**src/rtl/fetch_unit_pkg.sv**
```systemverilog
// Shared Y86-64 fetch definitions: icode and stat encodings, FSM state codes, instruction length lookup.
package fetch_unit_pkg;

  localparam logic [63:0] RESET_PC = 64'h0;

  localparam logic [3:0] IHALT   = 4'h0;
  localparam logic [3:0] INOP    = 4'h1;
  localparam logic [3:0] IRRMOVQ = 4'h2;
  localparam logic [3:0] IIRMOVQ = 4'h3;
  localparam logic [3:0] IRMMOVQ = 4'h4;
  localparam logic [3:0] IMRMOVQ = 4'h5;
  localparam logic [3:0] IOPQ    = 4'h6;
  localparam logic [3:0] IJXX    = 4'h7;
  localparam logic [3:0] ICALL   = 4'h8;
  localparam logic [3:0] IRET    = 4'h9;
  localparam logic [3:0] IPUSHQ  = 4'hA;
  localparam logic [3:0] IPOPQ   = 4'hB;

  localparam logic [3:0] RNONE   = 4'hF;

  typedef enum logic [2:0] {
    SAOK = 3'd1,
    SHLT = 3'd2,
    SADR = 3'd3,
    SINS = 3'd4
  } stat_e;

  localparam logic [2:0] S_REQ0  = 3'd0;
  localparam logic [2:0] S_WAIT0 = 3'd1;
  localparam logic [2:0] S_REQ1  = 3'd2;
  localparam logic [2:0] S_WAIT1 = 3'd3;
  localparam logic [2:0] S_HOLD  = 3'd4;
  localparam logic [2:0] S_STOP  = 3'd5;

  // Unknown icodes are treated as one byte long so valP still advances.
  function automatic logic [3:0] insn_len(input logic [3:0] icode);
    case (icode)
      IHALT, INOP, IRET:             insn_len = 4'd1;
      IRRMOVQ, IOPQ, IPUSHQ, IPOPQ:  insn_len = 4'd2;
      IJXX, ICALL:                   insn_len = 4'd9;
      IIRMOVQ, IRMMOVQ, IMRMOVQ:     insn_len = 4'd10;
      default:                       insn_len = 4'd1;
    endcase
  endfunction

endpackage

```
**src/rtl/fetch_unit_if.sv**
```systemverilog
// Instruction memory read port: request/address out, valid/data/error back.
interface fetch_unit_if;
  logic        req;
  logic [63:0] addr;
  logic        rvalid;
  logic [63:0] rdata;
  logic        err;

  modport master (output req, output addr, input rvalid, input rdata, input err);
  modport slave  (input req, input addr, output rvalid, output rdata, output err);
endinterface

```
**src/rtl/fetch_unit_insn_align.sv**
```systemverilog
// Combinational field alignment: register specifiers, constant word and invalid-icode flag.
module insn_align
  import fetch_unit_pkg::*;
(
  input  logic [63:0] buf0_i,
  input  logic [15:0] buf1_lo_i,
  input  logic [3:0]  len_i,
  output logic [3:0]  rA_o,
  output logic [3:0]  rB_o,
  output logic [63:0] valC_o,
  output logic        sins_o
);

  assign sins_o = (buf0_i[7:4] > IPOPQ);

  // Only the low two bytes of the second word can belong to an instruction.
  always_comb begin
    rA_o   = RNONE;
    rB_o   = RNONE;
    valC_o = '0;
    if (len_i == 4'd2 || len_i == 4'd10) begin
      rA_o = buf0_i[15:12];
      rB_o = buf0_i[11:8];
    end
    if (len_i == 4'd9) begin
      valC_o = {buf1_lo_i[7:0], buf0_i[63:8]};
    end else if (len_i == 4'd10) begin
      valC_o = {buf1_lo_i, buf0_i[63:16]};
    end
  end

endmodule

```
**src/rtl/fetch_unit.sv**
```systemverilog
// Multi-cycle Y86-64 fetch stage with registered valid/ready output.
// Optional FETCH_PERF_CNT_EN adds an accepted-instruction counter output.
module fetch_unit
  import fetch_unit_pkg::*;
(
  input  logic         clk_i,
  input  logic         rst_i,
  fetch_unit_if.master imem,
  input  logic [63:0]  new_pc_i,
  output logic         out_valid_o,
  input  logic         out_ready_i,
  output logic [63:0]  pc_o,
  output logic [3:0]   icode_o,
  output logic [3:0]   ifun_o,
  output logic [3:0]   rA_o,
  output logic [3:0]   rB_o,
  output logic [63:0]  valC_o,
  output logic [63:0]  valP_o,
  output logic [2:0]   stat_o
`ifdef FETCH_PERF_CNT_EN
  ,
  output logic [63:0]  instr_cnt_o
`endif
);

  logic [2:0]  state_q, state_d;
  logic [63:0] pc_q, pc_d;
  logic [63:0] buf0_q, buf0_d;
  logic [15:0] buf1_q, buf1_d;
  logic [3:0]  icode_q, ifun_q, rA_q, rB_q;
  logic [63:0] valC_q, valP_q;
  stat_e       stat_q, stat_n;
  logic        load_out;

  logic [63:0] word0;
  logic [15:0] word1;
  logic [3:0]  len;
  logic [3:0]  al_rA, al_rB;
  logic [63:0] al_valC;
  logic        al_sins;

  // Decode straight off the bus in the capture cycle so outputs register with the buffer.
  assign word0 = (state_q == S_WAIT0) ? imem.rdata : buf0_q;
  assign word1 = (state_q == S_WAIT1) ? imem.rdata[15:0] : buf1_q;
  assign len   = insn_len(word0[7:4]);

  insn_align u_align (
    .buf0_i    (word0),
    .buf1_lo_i (word1),
    .len_i     (len),
    .rA_o      (al_rA),
    .rB_o      (al_rB),
    .valC_o    (al_valC),
    .sins_o    (al_sins)
  );

  always_comb begin
    if (imem.err)                  stat_n = SADR;
    else if (al_sins)              stat_n = SINS;
    else if (word0[7:4] == IHALT)  stat_n = SHLT;
    else                           stat_n = SAOK;
  end

  always_comb begin
    state_d  = state_q;
    pc_d     = pc_q;
    buf0_d   = buf0_q;
    buf1_d   = buf1_q;
    load_out = 1'b0;
    case (state_q)
      S_REQ0:  state_d = S_WAIT0;
      S_WAIT0: if (imem.rvalid) begin
        buf0_d = imem.rdata;
        if (len <= 4'd8 || imem.err) begin
          state_d  = S_HOLD;
          load_out = 1'b1;
        end else begin
          state_d = S_REQ1;
        end
      end
      S_REQ1:  state_d = S_WAIT1;
      S_WAIT1: if (imem.rvalid) begin
        buf1_d   = imem.rdata[15:0];
        state_d  = S_HOLD;
        load_out = 1'b1;
      end
      S_HOLD:  if (out_ready_i) begin
        if (stat_q == SAOK) begin
          pc_d    = new_pc_i;
          state_d = S_REQ0;
        end else begin
          state_d = S_STOP;
        end
      end
      S_STOP:  state_d = S_STOP;
      default: state_d = S_STOP;
    endcase
  end

  always_ff @(posedge clk_i or posedge rst_i) begin
    if (rst_i) begin
      state_q <= S_REQ0;
      pc_q    <= RESET_PC;
      buf0_q  <= '0;
      buf1_q  <= '0;
      icode_q <= '0;
      ifun_q  <= '0;
      rA_q    <= '0;
      rB_q    <= '0;
      valC_q  <= '0;
      valP_q  <= '0;
      stat_q  <= SAOK;
    end else begin
      state_q <= state_d;
      pc_q    <= pc_d;
      buf0_q  <= buf0_d;
      buf1_q  <= buf1_d;
      if (load_out) begin
        icode_q <= word0[7:4];
        ifun_q  <= word0[3:0];
        rA_q    <= al_rA;
        rB_q    <= al_rB;
        valC_q  <= al_valC;
        valP_q  <= pc_q + 64'(len);
        stat_q  <= stat_n;
      end
    end
  end

`ifdef FETCH_PERF_CNT_EN
  logic [63:0] cnt_q;
  always_ff @(posedge clk_i or posedge rst_i) begin
    if (rst_i)                           cnt_q <= '0;
    else if (out_valid_o && out_ready_i) cnt_q <= cnt_q + 64'd1;
  end
  assign instr_cnt_o = cnt_q;
`endif

  // Reset gating keeps the request low while reset holds the FSM in REQ0.
  assign imem.req    = ((state_q == S_REQ0) || (state_q == S_REQ1)) && !rst_i;
  assign imem.addr   = (state_q == S_REQ1) ? pc_q + 64'd8 : pc_q;
  assign out_valid_o = (state_q == S_HOLD);
  assign pc_o        = pc_q;
  assign icode_o     = icode_q;
  assign ifun_o      = ifun_q;
  assign rA_o        = rA_q;
  assign rB_o        = rB_q;
  assign valC_o      = valC_q;
  assign valP_o      = valP_q;
  assign stat_o      = stat_q;

endmodule

```
**src/flat_wrapper.sv**
```systemverilog
// flat-port wrapper written by rule: the top's interface ports become plain ports
module fetch_unit_flat import fetch_unit_pkg::*;
  (clk_i, rst_i, new_pc_i, out_valid_o, out_ready_i, pc_o, icode_o, ifun_o, rA_o, rB_o, valC_o, valP_o, stat_o, imem_req, imem_addr, imem_rvalid, imem_rdata, imem_err);
  fetch_unit_if imem_i ();
  input  logic clk_i;
  input  logic rst_i;
  input  logic [63:0] new_pc_i;
  output logic out_valid_o;
  input  logic out_ready_i;
  output logic [63:0] pc_o;
  output logic [3:0] icode_o;
  output logic [3:0] ifun_o;
  output logic [3:0] rA_o;
  output logic [3:0] rB_o;
  output logic [63:0] valC_o;
  output logic [63:0] valP_o;
  output logic [2:0] stat_o;
  output wire logic [$bits(imem_i.req)-1:0] imem_req;
  output wire logic [$bits(imem_i.addr)-1:0] imem_addr;
  input wire logic [$bits(imem_i.rvalid)-1:0] imem_rvalid;
  input wire logic [$bits(imem_i.rdata)-1:0] imem_rdata;
  input wire logic [$bits(imem_i.err)-1:0] imem_err;
  assign imem_req = imem_i.req;
  assign imem_addr = imem_i.addr;
  assign imem_i.rvalid = imem_rvalid;
  assign imem_i.rdata = imem_rdata;
  assign imem_i.err = imem_err;
  fetch_unit u_core (.clk_i(clk_i), .rst_i(rst_i), .imem(imem_i), .new_pc_i(new_pc_i), .out_valid_o(out_valid_o), .out_ready_i(out_ready_i), .pc_o(pc_o), .icode_o(icode_o), .ifun_o(ifun_o), .rA_o(rA_o), .rB_o(rB_o), .valC_o(valC_o), .valP_o(valP_o), .stat_o(stat_o));
endmodule
```
**config.mk**
```make
export PLATFORM = sky130hd
export DESIGN_NAME = fetch_unit_flat
export DESIGN_NICKNAME = d
export VERILOG_FILES = /design/src/rtl/fetch_unit_pkg.sv /design/src/rtl/fetch_unit_if.sv /design/src/rtl/fetch_unit_insn_align.sv /design/src/rtl/fetch_unit.sv /design/src/flat_wrapper.sv
export SDC_FILE = /design/constraint.sdc
export NUM_CORES = 1
export LEC_CHECK = 0
export CORE_UTILIZATION = 45
export CTS_BUF_LIST = sky130_fd_sc_hd__clkbuf_2 sky130_fd_sc_hd__clkbuf_4 sky130_fd_sc_hd__clkbuf_8
export CTS_CLUSTER_DIAMETER = 60
export DETAILED_ROUTE_END_ITERATION = 10
export PLACE_DENSITY = 0.78
export RECOVER_POWER = 100
export SYNTH_ARGS = -nofsm -noshare
export SYNTH_HDL_FRONTEND = slang
export SYNTH_SLANG_ARGS = --single-unit
```
**constraint.sdc**
```tcl
create_clock -name clk_i -period 12.5 [get_ports clk_i]
set_input_delay 1.25 -clock clk_i [delete_from_list [all_inputs] [get_ports clk_i]]
set_output_delay 1.25 -clock clk_i [all_outputs]
set_load 0.01 [all_outputs]
```
==> flow_metrics.tcl <==
set metrics [dict create \
    synth_top_area_share_pct 47.0 \
    endpoint "u_core.valP_o[24]" \
    crit_arrival_ps 8950 \
    cts_buffers 50 \
    cts_tree "yes" \
    outcome "finished with violations" \
    drive_gt1_share_pct 16.0 \
    yosysMostFrequentCell "dfrtp_1" \
    root_buffer "clkbuf_8" \
    fin_crit_sh_pct 67.8 \
    clock_sinks 294 \
    drc_errors 0 \
    required_ps 12970 \
    placed_cell_area_sq_um 19800 \
    r2r-start "u_core.state_q[0]" \
    clk_latency_ps 630 \
    min_period_ps 8470 \
    grt_pass1_wl_mm 79.9 \
    fin_cells 2248 \
    syn_nets 1542 \
    violations "max-capacitance violations, max-slew violations" \
    hold_slack_ps 487 \
    reg2regPathDepth 7 \
    yosysTopAreaCell "dfrtp_1" \
    slew_viol_final 579 \
    vias_per_cell 5.89 \
    cts_setup_buffers 0 \
    r2r_slack_ps 4030 \
    synth_cells 1404 \
    seqCellArea_sq_um 7360 \
    htree_levels 2 \
    syn_area_sq_um 15600 \
    fp.dieH_microns 188 \
    overflow 0 \
    cellPowerDensity_nw_per_um2 249 \
    cts_resized 0 \
    grt_setup_unrepaired "false" \
    rows 67 \
    clock_path_buffers 3 \
    critical_path_class "flip-flop to flip-flop" \
    dp_hpwl_mm 37.1 \
    power.leakage_uw 0.00909 \
    multi_input_area_sq_um 7460 \
    final_area_sq_um 20700 \
    grt_usage_pct 29.2 \
    max_slew_margin_pct -220 \
    setup-tns-final_ps 0 \
    peakVddDrop_uv 158 \
    fillers 2776 \
    avgSynthCellArea_sq_um 11.1 \
    antenna_found_initial 5 \
    ys_types 69 \
    grt_pass1_vias 13335 \
    synth_flop_cell "dfrtp_1" \
    floorplan.initialDensity_pct 46.1 \
    critPathLaunchType "flip-flop" \
    ys.warnings.count 0 \
    routed_wirelength_mm 52.2 \
    ys_ff_latch 294 \
    hold_viol_final 0 \
    yosys-top-cells-area "dfrtp_1, mux2_2, mux2i_1" \
    skew_ps 26.9 \
    drt_iter0_drc 1112 \
    crit_start "u_core.state_q[0]" \
    synth_commonest_cells "dfrtp_1, nand2_1, mux2_2" \
    routed-via-count 13248 \
    hp-class "flip-flop to flip-flop" \
    dp_cells 2157 \
    wl_per_cell_microns 23.2 \
    tightestPinTransition_ps 4770 \
    maxCapViolations 10 \
    numPortBuffers 409 \
    dieArea_sq_um 35400 \
    drt_first_pass_iters 6 \
    timing.rr.end "u_core.valP_o[24]" \
    fmax_mhz 118 \
    gp_congestion 0.945 \
    postCtsHoldBufs 0 \
    setup_viol 0 \
    cp-end-kind "flip-flop" \
    die_w_microns 188 \
    antenna_left 0 \
    fp.coreArea_sq_um 33900 \
    clk_pin_slew_ps 60 \
    synth_seq_area_share_pct 47.2 \
    synth_edf_count 0 \
    ios 410 \
    area_growth_pct 32.7 \
    grt_start_max_net_pins 106 \
    async_reset_ff_share_pct 100 \
    cp_max_fo 52 \
    nets 1899 \
]
[state kept, by name, summed over array words and instances (netlist names)]
| register | cells |
|---|---|
| u_core.ifun_o | 4 |
| u_core.valP_o | 64 |
| u_core.buf0_q | 64 |
| u_core.rB_o | 4 |
| u_core.stat_o | 3 |
| u_core.state_q | 3 |
| u_core.rA_o | 4 |
| u_core.buf1_q | 16 |
| u_core.pc_o | 64 |
| u_core.valC_o | 64 |
| u_core.icode_o | 4 |
[layer usage]
metal | global-route usage, % | wire [microns] | up-vias
met4 | 13.5 | 2380 | 6
met3 | 7.49 | 4750 | 139
li1 | - | - | 5813
met5 | 0 | 40 | -
met2 | 48.0 | 24900 | 715
met1 | 35.9 | 20100 | 6575
[metrics by stage]
step                      total power [uW]  setup slack [ps]  util, %
after floorplan                       3110              3130        -
after global placement                4330              6530     58.4
after detailed placement              4380              6500     58.4
after CTS                             5350              6990     61.7
after global routing                  5440              3560     61.1
final                                 5160              4030     61.1
[how the worst min path moves through the flow]
stage	from	to	cells past startpoint
2_1_floorplan	u_core.buf1_q[6]	u_core.buf1_q[6]	2
3_3_place_gp	u_core.valC_o[58]	u_core.valC_o[58]	1
3_5_place_dp	u_core.valC_o[59]	u_core.valC_o[59]	1
4_1_cts	u_core.valC_o[59]	u_core.valC_o[59]	1
5_1_grt	u_core.valP_o[18]	u_core.valP_o[18]	1
6_report	u_core.valP_o[36]	u_core.valP_o[36]	1
[area by class of cell]
type                       count  share of cell area [%]
antenna                        2                  0.0242
inverter                       7                   0.133
clock inverter                10                   0.381
sequential                   294                    35.5
tap                          448                    2.71
multi-input combinational    984                    36.0
clock buffer                  79                    5.01
timing repair buffer         424                    20.2
[placed cells by master, fill, tap and decap left out, types with 7 or more instances in the layout]
cell,netlist,final
clkdlybuf4s50_1,0,132
o21ai_0,53,53
mux2_1,0,20
clkbuf_4,0,8
mux2i_1,74,74
or3_1,11,11
nand4_1,46,46
clkbuf_1,19,8
mux2_2,160,160
clkinv_2,0,7
nand3_1,45,45
a31oi_1,23,23
a32o_1,64,64
dlygate4sd3_1,0,277
buf_4,16,7
clkbuf_8,0,71
xor2_1,35,35
dfrtp_1,293,293
xnor2_1,66,66
nor3_1,21,22
nand2_1,180,180
a21oi_1,28,28
nor4_1,9,11
nor2_1,48,48
[report_power, final]
group	internal [uW]	leakage, uW	total (uW)	switching, uW
registers	1360	0.00378	1860	501
logic	1170	0.00472	2360	1190
clock network	530	0.000595	946	416
total	3060	0.00909	5160	2100
[critical path, cell delays in order, from the launching register on]
cell       delay [ps]
dfrtp_1           710
nor3b_1           380
clkbuf_1         2810
nor4_1            630
a2111oi_4        1100
nor2_1            590
clkbuf_1         1240
mux2_1            780
[kinds of logic after synthesis]
group | after synthesis | synth area share, %
xor+xnor | 101 | 5.67
flops | 294 | 47.2
compound gates | 197 | 9.43
mux | 255 | 18.3
fa+ha+maj | 5 | 0.449
simple gates | 426 | 14.6
buf+inv | 126 | 4.39
No activity file was read; power rests on OpenSTA's default activity.
